File: src/rtl/axis_video_frame_sync_if.sv
// AXI4-Stream bundle for the 2-pixel-per-clock video path (48-bit data, 6-bit keep).
interface axis_video_frame_sync_if;
    logic [47:0] tdata;
    logic [5:0]  tkeep;
    logic        tvalid;
    logic        tready;
    logic        tuser;
    logic        tlast;

    modport master (output tdata, tkeep, tvalid, tuser, tlast, input tready);
    modport slave  (input tdata, tkeep, tvalid, tuser, tlast, output tready);
endinterface

File: src/rtl/axis_video_frame_sync.sv
// Video frame synchroniser: locks onto SOF, checks line lengths and frame height
// against the configured geometry, forwards only well-formed beats through a
// 2-entry skid buffer and regenerates tuser/tlast from its own counters.
module axis_video_frame_sync (
    input  logic                           aclk,
    input  logic                           aresetn,
    input  logic                           enable,
    input  logic [15:0]                    cfg_transfers_in_line,
    input  logic [15:0]                    cfg_lines_in_frame,
    input  logic                           clear_status,
    axis_video_frame_sync_if.slave         s_axis,
    axis_video_frame_sync_if.master        m_axis,
    output logic [31:0]                    status_frames_passed,
    output logic [31:0]                    status_frames_dropped,
    output logic [2:0]                     status_err
);
    localparam int DATA_W  = 48;
    localparam int KEEP_W  = 6;
    localparam int ENTRY_W = DATA_W + KEEP_W + 2;

    typedef enum logic [1:0] {
        WAIT_SOF = 2'd0,
        PASS     = 2'd1,
        DROP     = 2'd2
    } state_t;

    state_t      state_q, state_d;
    logic [15:0] col_q, col_d, row_q, row_d;
    logic [15:0] len_q, len_d, lines_q, lines_d;

    logic [ENTRY_W-1:0] mem_q [2];
    logic               rd_q, wr_q;
    logic [1:0]         count_q, count_d;
    logic               tready_q;

    logic [31:0] passed_q, dropped_q;
    logic [2:0]  err_q;

    logic        accept, pop, sof_ok, relock_err, lock, active;
    logic        c_last, r_last, early, late, fwd;
    logic [15:0] len_e, lines_e, col_e, row_e;
    logic        pass_inc, beat_user, beat_last;
    logic [1:0]  drop_inc;
    logic [2:0]  err_set;

    function automatic logic [31:0] sat_add(input logic [31:0] v, input logic [1:0] inc);
        logic [32:0] s;
        s = {1'b0, v} + {31'd0, inc};
        return s[32] ? 32'hFFFF_FFFF : s[31:0];
    endfunction

    // Beat classification. A locking beat is evaluated against the fresh
    // configuration at position (0,0); otherwise the latched geometry is used.
    assign accept     = s_axis.tvalid & tready_q;
    assign pop        = m_axis.tvalid & m_axis.tready;
    assign sof_ok     = s_axis.tuser & enable &
                        (cfg_transfers_in_line != 16'd0) & (cfg_lines_in_frame != 16'd0);
    assign relock_err = accept & (state_q == PASS) & s_axis.tuser &
                        ((col_q != 16'd0) | (row_q != 16'd0));
    assign lock       = accept & sof_ok & ((state_q != PASS) | relock_err);
    assign active     = lock | (accept & (state_q == PASS) & ~relock_err);
    assign len_e      = lock ? cfg_transfers_in_line : len_q;
    assign lines_e    = lock ? cfg_lines_in_frame    : lines_q;
    assign col_e      = lock ? 16'd0 : col_q;
    assign row_e      = lock ? 16'd0 : row_q;
    assign c_last     = (col_e == len_e - 16'd1);
    assign r_last     = (row_e == lines_e - 16'd1);
    assign early      = active & s_axis.tlast & ~c_last;
    assign late       = active & ~s_axis.tlast & c_last;
    assign fwd        = active & ~early & ~late;

    // State and position registers.
    always_ff @(posedge aclk) begin
        if (!aresetn) begin
            state_q <= WAIT_SOF;
            col_q   <= 16'd0;
            row_q   <= 16'd0;
            len_q   <= 16'd0;
            lines_q <= 16'd0;
        end else begin
            state_q <= state_d;
            col_q   <= col_d;
            row_q   <= row_d;
            len_q   <= len_d;
            lines_q <= lines_d;
        end
    end

    // Next state: lock, abort on a framing error, or advance the column/row.
    always_comb begin
        state_d = state_q;
        col_d   = col_q;
        row_d   = row_q;
        len_d   = len_q;
        lines_d = lines_q;
        if (lock) begin
            len_d   = cfg_transfers_in_line;
            lines_d = cfg_lines_in_frame;
        end
        if (relock_err && !lock) begin
            state_d = WAIT_SOF;
            col_d   = 16'd0;
            row_d   = 16'd0;
        end else if (early || late) begin
            state_d = DROP;
            col_d   = 16'd0;
            row_d   = 16'd0;
        end else if (fwd) begin
            if (c_last && r_last) begin
                state_d = WAIT_SOF;
                col_d   = 16'd0;
                row_d   = 16'd0;
            end else if (c_last) begin
                state_d = PASS;
                col_d   = 16'd0;
                row_d   = row_e + 16'd1;
            end else begin
                state_d = PASS;
                col_d   = col_e + 16'd1;
                row_d   = row_e;
            end
        end
    end

    // Outputs of the FSM: regenerated sideband and status events.
    always_comb begin
        beat_user = (col_e == 16'd0) && (row_e == 16'd0);
        beat_last = c_last;
        pass_inc  = fwd & c_last & r_last;
        drop_inc  = {1'b0, relock_err} + {1'b0, early | late};
        err_set   = {relock_err, late, early};
    end

    // Buffer occupancy after this cycle's push/pop.
    always_comb begin
        count_d = count_q + {1'b0, fwd} - {1'b0, pop};
    end

    // Two-entry skid buffer; tready is registered from the next occupancy.
    always_ff @(posedge aclk) begin
        if (!aresetn) begin
            mem_q[0] <= '0;
            mem_q[1] <= '0;
            rd_q     <= 1'b0;
            wr_q     <= 1'b0;
            count_q  <= 2'd0;
            tready_q <= 1'b0;
        end else begin
            if (fwd) begin
                mem_q[wr_q] <= {beat_user, beat_last, s_axis.tkeep, s_axis.tdata};
            end
            wr_q     <= wr_q ^ fwd;
            rd_q     <= rd_q ^ pop;
            count_q  <= count_d;
            tready_q <= (count_d < 2'd2);
        end
    end

    assign s_axis.tready = tready_q;
    assign m_axis.tvalid = (count_q != 2'd0);
    assign m_axis.tuser  = mem_q[rd_q][ENTRY_W-1];
    assign m_axis.tlast  = mem_q[rd_q][ENTRY_W-2];
    assign m_axis.tkeep  = mem_q[rd_q][DATA_W +: KEEP_W];
    assign m_axis.tdata  = mem_q[rd_q][DATA_W-1:0];

    // Saturating frame counters and sticky error flags; a clear overrides updates.
    always_ff @(posedge aclk) begin
        if (!aresetn || clear_status) begin
            passed_q  <= 32'd0;
            dropped_q <= 32'd0;
            err_q     <= 3'd0;
        end else begin
            if (pass_inc) begin
                passed_q <= sat_add(passed_q, 2'd1);
            end
            if (drop_inc != 2'd0) begin
                dropped_q <= sat_add(dropped_q, drop_inc);
            end
            err_q <= err_q | err_set;
        end
    end

    assign status_frames_passed  = passed_q;
    assign status_frames_dropped = dropped_q;
    assign status_err            = err_q;
endmodule

File: src/flat_wrapper.sv
// flat-port wrapper written by rule: the top's interface ports become plain ports
module axis_video_frame_sync_flat 
  (aclk, aresetn, enable, cfg_transfers_in_line, cfg_lines_in_frame, clear_status, status_frames_passed, status_frames_dropped, status_err, s_axis_tdata, s_axis_tkeep, s_axis_tvalid, s_axis_tuser, s_axis_tlast, s_axis_tready, m_axis_tdata, m_axis_tkeep, m_axis_tvalid, m_axis_tuser, m_axis_tlast, m_axis_tready);
  axis_video_frame_sync_if s_axis_i ();
  axis_video_frame_sync_if m_axis_i ();
  input  logic aclk;
  input  logic aresetn;
  input  logic enable;
  input  logic [15:0] cfg_transfers_in_line;
  input  logic [15:0] cfg_lines_in_frame;
  input  logic clear_status;
  output logic [31:0] status_frames_passed;
  output logic [31:0] status_frames_dropped;
  output logic [2:0] status_err;
  input wire logic [$bits(s_axis_i.tdata)-1:0] s_axis_tdata;
  input wire logic [$bits(s_axis_i.tkeep)-1:0] s_axis_tkeep;
  input wire logic [$bits(s_axis_i.tvalid)-1:0] s_axis_tvalid;
  input wire logic [$bits(s_axis_i.tuser)-1:0] s_axis_tuser;
  input wire logic [$bits(s_axis_i.tlast)-1:0] s_axis_tlast;
  output wire logic [$bits(s_axis_i.tready)-1:0] s_axis_tready;
  output wire logic [$bits(m_axis_i.tdata)-1:0] m_axis_tdata;
  output wire logic [$bits(m_axis_i.tkeep)-1:0] m_axis_tkeep;
  output wire logic [$bits(m_axis_i.tvalid)-1:0] m_axis_tvalid;
  output wire logic [$bits(m_axis_i.tuser)-1:0] m_axis_tuser;
  output wire logic [$bits(m_axis_i.tlast)-1:0] m_axis_tlast;
  input wire logic [$bits(m_axis_i.tready)-1:0] m_axis_tready;
  assign s_axis_i.tdata = s_axis_tdata;
  assign s_axis_i.tkeep = s_axis_tkeep;
  assign s_axis_i.tvalid = s_axis_tvalid;
  assign s_axis_i.tuser = s_axis_tuser;
  assign s_axis_i.tlast = s_axis_tlast;
  assign s_axis_tready = s_axis_i.tready;
  assign m_axis_tdata = m_axis_i.tdata;
  assign m_axis_tkeep = m_axis_i.tkeep;
  assign m_axis_tvalid = m_axis_i.tvalid;
  assign m_axis_tuser = m_axis_i.tuser;
  assign m_axis_tlast = m_axis_i.tlast;
  assign m_axis_i.tready = m_axis_tready;
  axis_video_frame_sync u_core (.aclk(aclk), .aresetn(aresetn), .enable(enable), .cfg_transfers_in_line(cfg_transfers_in_line), .cfg_lines_in_frame(cfg_lines_in_frame), .clear_status(clear_status), .s_axis(s_axis_i), .m_axis(m_axis_i), .status_frames_passed(status_frames_passed), .status_frames_dropped(status_frames_dropped), .status_err(status_err));
endmodule
File: config.mk
export PLATFORM = sky130hd
export DESIGN_NAME = axis_video_frame_sync_flat
export DESIGN_NICKNAME = d
export VERILOG_FILES = /design/src/rtl/axis_video_frame_sync_if.sv /design/src/rtl/axis_video_frame_sync.sv /design/src/flat_wrapper.sv
export SDC_FILE = /design/constraint.sdc
export NUM_CORES = 1
export LEC_CHECK = 0
export CAP_MARGIN = 20
export CORE_ASPECT_RATIO = 2
export CORE_MARGIN = 4
export CORE_UTILIZATION = 50
export DETAILED_ROUTE_END_ITERATION = 10
export DONT_BUFFER_PORTS = 1
export MAX_ROUTING_LAYER = met4
export PLACE_DENSITY = 0.76
export SLEW_MARGIN = 30
export SYNTH_ARGS = -nofsm -noshare
export SYNTH_HDL_FRONTEND = slang
export SYNTH_SLANG_ARGS = --single-unit
File: constraint.sdc
create_clock -name aclk -period 11.9 [get_ports aclk]
set_input_delay 1.785 -clock aclk [delete_from_list [all_inputs] [get_ports aclk]]
set_output_delay 1.785 -clock aclk [all_outputs]
set_load 0.005 [all_outputs]
### Yosys cells after proc, flatten, opt, wreduce, memory -nomap -nowiden

Memories as Yosys holds them, arrays and structs flattened. A register that Yosys moved wholly into a read port is not among the register bits.
Cells that the tools add are included.

* $add $sub $neg: 9
* multiply operators: 0
* div/mod/pow operators: 0
* magnitude comparators: 1
* equal/unequal tests: 4
* shifts and indexed selects: 0
* muxes and demuxes: 21
* bitwise logic cells: 32
* reduce and logical (&&, ||, !) cells: 19

Operators with widths (number)
* $mux W16: 8
* $mux W32: 2
* $reduce_bool A16 Y1: 4
* $mux W56: 1
* $reduce_or A56 Y1: 1
* $add A32 B1 Y33 const B: 1
* $add A32 B2 Y33: 1
* $add A16 B1 Y16 const B: 2
* $eq A16 B16 Y1: 2
* $logic_not A16 Y1: 2
* $sub A16 B1 Y16 const B: 2
* $and A1 B1 Y1: 19
* $mux W1: 8
* $not A1 Y1: 6
* $reduce_bool A2 Y1: 3
* $mux W2: 2
* $or A1 B1 Y1: 4
* $logic_and A1 B1 Y1: 3
* $or A3 B3 Y3: 1
* $reduce_or A3 Y1: 1
* $add A1 B1 Y2: 1
* $add A2 B1 Y2: 1
* $eq A2 B1 Y1 const B: 1
* $logic_not A1 Y1: 2
* other kinds (6): 8

* bits in registers: 138
* latch bits: 0
* memory bits (writable): 112
* ROM bits: 0
* logic and storage cells: 100
* memories: 1

Memory list
* u_core.mem_q: depth 2, width 56, read ports 1, clocked after memory_dff 1, wr ports 2, line axis_video_frame_sync.sv:31 `logic [ENTRY_W-1:0] mem_q [2];`

### Longest topological paths before layout

* depth after elaboration: 19
* mapped depth: 33
* mapped depth without buffers: 27

### Worst setup path before layout

No wires, ideal clock.

* path type: in2reg
* from: input port cfg_transfers_in_line[7]
* to: memory u_core.mem_q[0][0] in the netlist's numbering, enable pin
* library setup time: 547 ps
* arrival time: 9912 ps
* path slack: 1440 ps
* stages: 18
* buffers on the path: 4
* cells stage by stage: or4_1 nor3_1 and3_1 nor3b_1 clkbuf_1 buf_1 mux2i_1 ha_1 buf_2 or3b_2 mux2i_1 mux2i_1 a2111oi_0 nand4b_1 a2bb2oi_2 mux2i_1 clkbuf_1 o21ai_0

RTL lines
* start, declared: line flat_wrapper.sv:9 `input logic [15:0] cfg_transfers_in_line;`
* end, declared: line axis_video_frame_sync.sv:31

### Worst setup path after layout

* from: input port cfg_transfers_in_line[7]
* to: register u_core.dropped_q[18], in the netlist u_core.status_frames_dropped[18]

* cells in the longest elaborated chain, start to end: 14
* elaborated cells on any way between the ends: 20
* classes of those cells: add/sub: 3; eq/ne: 1; mux: 3; bitwise: 11; reduce/logical: 2

Ends and longest elaborated chain
* $reduce_bool A16 Y1: line axis_video_frame_sync.sv:57 `(cfg_transfers_in_line != 16'd0) & (cfg_lines_in_frame != 16'd0);`
* $and A1 B1 Y1: line axis_video_frame_sync.sv:56 `assign sof_ok = s_axis.tuser & enable &`
* $and A1 B1 Y1: line axis_video_frame_sync.sv:57
* $and A1 B1 Y1 (2 in a row): line axis_video_frame_sync.sv:60 `assign lock = accept & sof_ok & ((state_q != PASS) | relock_err);`
* $mux W16: line axis_video_frame_sync.sv:62 `assign len_e = lock ? cfg_transfers_in_line : len_q;`
* $sub A16 B1 Y16: line axis_video_frame_sync.sv:66 `assign c_last = (col_e == len_e - 16'd1);`
* $eq A16 B16 Y1: line axis_video_frame_sync.sv:66
* $not A1 Y1: line axis_video_frame_sync.sv:68 `assign early = active & s_axis.tlast & ~c_last;`
* $and A1 B1 Y1: line axis_video_frame_sync.sv:68
* $or A1 B1 Y1 *: line axis_video_frame_sync.sv:130 `drop_inc = {1'b0, relock_err} + {1'b0, early | late};`
* $add A1 B1 Y2 *: line axis_video_frame_sync.sv:130
* $add A32 B2 Y33: line axis_video_frame_sync.sv:48 `s = {1'b0, v} + {31'd0, inc};`
* $mux W32: line axis_video_frame_sync.sv:49 `return s[32] ? 32'hFFFF_FFFF : s[31:0];`
* end signal, assigned: line axis_video_frame_sync.sv:177 `dropped_q <= sat_add(dropped_q, drop_inc);`
* end, declared: line axis_video_frame_sync.sv:36 `logic [31:0] passed_q, dropped_q;`

Every way passes the cells marked *; elsewhere a longest branch is shown, timed or not.
A chain may end at the register's enable or synchronous reset.

==> flow_metrics.py <==
metrics = {
    "critical_path": {
        "slowest_stage": "a2111oi_1",
        "r2r.worst_path.cells": 27,
        "crit_type": "input port to register",
        "crit_fanout": 47,
        "crit_family": "simple AND/OR/NAND/NOR gates",
        "cp_data_required_time_ps": 12360,
        "crit_buf_inv": 2,
        "startpoint": "cfg_transfers_in_line[7]",
        "cp.arrival_ps": 9230,
        "r2r_start": "u_core.row_q[12]$_SDFFE_PP0P_",
        "r2r_setup_slack_ps": 3740,
        "start_kind": "input port",
        "crit_path_max_incr_delay_ps": 600,
        "endpoint_kind": "register",
        "reg2reg_to": "u_core.status_frames_dropped[18]$_SDFFE_PP0P_",
    },
    "drt": {
        "vias_per_cell": 6.18,
        "post_drt_wl_per_cell_um": 20.3,
        "drc": 0,
        "dr.pass1.iters": 5,
        "vias": 10800,
        "wl_mm": 35.6,
        "ant_nets": 0,
        "drt_iter0_drc": 545,
    },
    "timing": {
        "hold_viol": 0,
        "finalSetupViolations": 0,
        "period_needed_ps": 8770,
        "drv_slew": 0,
        "tns_ps": 0,
        "rsz0062_at_grt": "false",
        "period_share": 0.737,
        "tightest_slew_ps": 828,
        "max_freq_mhz": 114,
        "finalClockSkew_ps": 22.7,
        "relSlewSlack": 0.443,
    },
    "cts": {
        "numCtsBuffers": 23,
        "clock_latency_ps": 530,
        "post-cts-setup-buffers": 0,
        "cts.htree.levels": 1,
        "clk_path_buf_depth": 3,
        "clock-sinks": 251,
        "ctsResizeCount": 0,
        "cts_root_buf": "clkbuf_16",
        "path_clk_slew_ps": 70,
        "cts_tree": "built",
        "hold_buffers": 0,
    },
    "run_status": {
        "outcome": "finished, final reports clean",
    },
    "synthesis": {
        "async_flop_share": 0,
        "ys_ff_latch": 251,
        "avgSynthCellArea_um2": 9.35,
        "synth_area_leaders": "edfxtp_1 25%, dfxtp_1 21%, and2_1 5.5%",
        "synth_cells": 1441,
        "synth_top_cell_by_area": "edfxtp_1",
        "synth_top_flop_cell": "dfxtp_1",
        "synth_fp_nets": 1549,
        "synth_top_cell_area_share": 0.250,
        "synth_edf_count": 112,
        "yosys_warnings": 0,
        "yosysMostFrequentCell": "nand2_1",
        "synth_common_cells": "144 x nand2_1, 139 x dfxtp_1, 118 x and2_1",
        "ys_types": 84,
        "syn_area_um2": 13500,
        "yosysSeqAreaShare": 0.456,
    },
    "placement": {
        "gp_congestion": 0.944,
        "io_buffers": 0,
        "hpwl_mm": 26.4,
    },
    "cells_and_area": {
        "final_nets": 1500,
        "drive_gt1_frac": 0.0951,
        "area_growth_pct": 7.20,
    },
    "global_route": {
        "grt_use_total": 0.241,
        "grt_max_degree": 57,
        "antenna_found_initial": 1,
        "gr-total-overflow": 0,
        "grt_pass1_wl_mm": 56.1,
        "first_global_vias": 10900,
    },
    "floorplan": {
        "fp.dieH_um": 240,
        "ios": 219,
        "core_area_um2": 26500,
        "rows": 84,
        "initial_core_util": 0.509,
        "die-width_um": 124,
        "die_area_um2": 29800,
    },
    "hold_path": {
        "hold_path_depth": 2,
        "holdPathEnd": "u_core.lines_q[15]$_SDFF_PN0_",
        "hp-start": "u_core.lines_q[15]$_SDFF_PN0_",
        "hp-class": "register to register",
    },
    "run": {
        "cap_violations": 0,
    },
    "power_and_ir_drop": {
        "leakage_nw": 5.07,
        "powerDensity_nw_per_um2": 139,
        "ir_drop_mv": 0.121,
        "p_total_mw": 2.01,
    },
}
## per-stage QoR
step                std cells  hold WS [ps]  instance area [um^2]  utilization  worst slack (ps)
global route             1754           491                 14500        0.546              2380
finish                   1754           472                 14500        0.546              3130
detailed placement       1711           469                 13700        0.517              2440
floorplan                1441           455                 13500            -              1440
global placement         1710           464                 13700        0.516              2510
CTS                      1753           478                 14400        0.545              2980
## worst reg2reg max path: cells and delay by family, from the launching register on
family | cells | cell delay [ps]
AO/OA/AOI/OAI | 3 | 1100
XOR/XNOR | 1 | 360
buffers and inverters | 2 | 580
flip-flops | 1 | 380
multiplexers | 3 | 550
AND/OR/NAND/NOR | 14 | 4120
adder cells (fa/ha/maj) | 4 | 1020
## worst max-delay path by stage
stage | end | slack, ps | cells after the start
3_3_place_gp | u_core.status_frames_dropped[18]$_SDFFE_PP0P_ | 2510 | 26
5_1_grt | u_core.status_frames_dropped[18]$_SDFFE_PP0P_ | 2380 | 27
2_1_floorplan | u_core.mem_q[0][0]$_SDFFCE_PN0P_ | 1440 | 18
4_1_cts | u_core.status_frames_dropped[18]$_SDFFE_PP0P_ | 2980 | 27
6_report | u_core.status_frames_dropped[18]$_SDFFE_PP0P_ | 3130 | 27
3_5_place_dp | u_core.status_frames_dropped[18]$_SDFFE_PP0P_ | 2440 | 27
## metal layers
metal  vias up  wire length, um  part of all wire  GRT usage
li1       5120                -                 -          -
met5         -                0                 0          -
met2       431            19000              0.53      0.435
met3       141             2880             0.081     0.0565
met1      5141            11600              0.33      0.227
met4         0             2180             0.061      0.141
## sequential cells by signal, indices dropped and copies added, names as in the netlist, 2 cells and up, named ones only
name                          cells
u_core.status_err                 3
u_core.len_q                     16
u_core.status_frames_dropped     32
u_core.col_q                     16
u_core.count_q                    2
u_core.mem_q                    112
u_core.lines_q                   16
u_core.status_frames_passed      32
u_core.state_q                    2
u_core.row_q                     16
## cells by family after synthesis
group,count (synthesis),share of synthesized area
AND/OR/NAND/NOR,639,0.254
flip-flops,251,0.456
AO/OA/AOI/OAI,271,0.132
XOR/XNOR,73,0.0480
buffers and inverters,117,0.0350
multiplexers,76,0.0621
adder cells (fa/ha/maj),14,0.0136
## cell type report
| class | instances | area [um^2] |
|---|---|---|
| multi-input combinational | 1073 | 6900 |
| timing repair buffer | 13 | 105 |
| clock inverter | 12 | 150 |
| sequential | 251 | 6150 |
| fill | 2399 | 12000 |
| antenna | 1 | 2.50 |
| tap | 344 | 430 |
| inverter | 30 | 113 |
| clock buffer | 30 | 602 |
## report_power, final
| part | internal (mW) | switching (mW) | total, mW |
|---|---|---|---|
| Clock | 0.426 | 0.322 | 0.748 |
| Combinational | 0.137 | 0.178 | 0.315 |
| Sequential | 0.928 | 0.0184 | 0.947 |
| Total | 1.49 | 0.518 | 2.01 |
## cells in the final DEF (no fill, tap or decap), types with 23 or more instances in the layout
cell and count:
inv_1 29, a21boi_0 29, a21oi_1 85, dfxtp_1 138
edfxtp_1 112, nand3_1 64, nand2_1 143, and3_1 25
mux2_2 57, nor4_1 25, xor2_1 31, nor2_1 101
clkbuf_16 23, and2_1 118, nor3_1 38, o21ai_0 45
xnor2_1 41
Note: power is estimated with default switching activity, not from simulation.
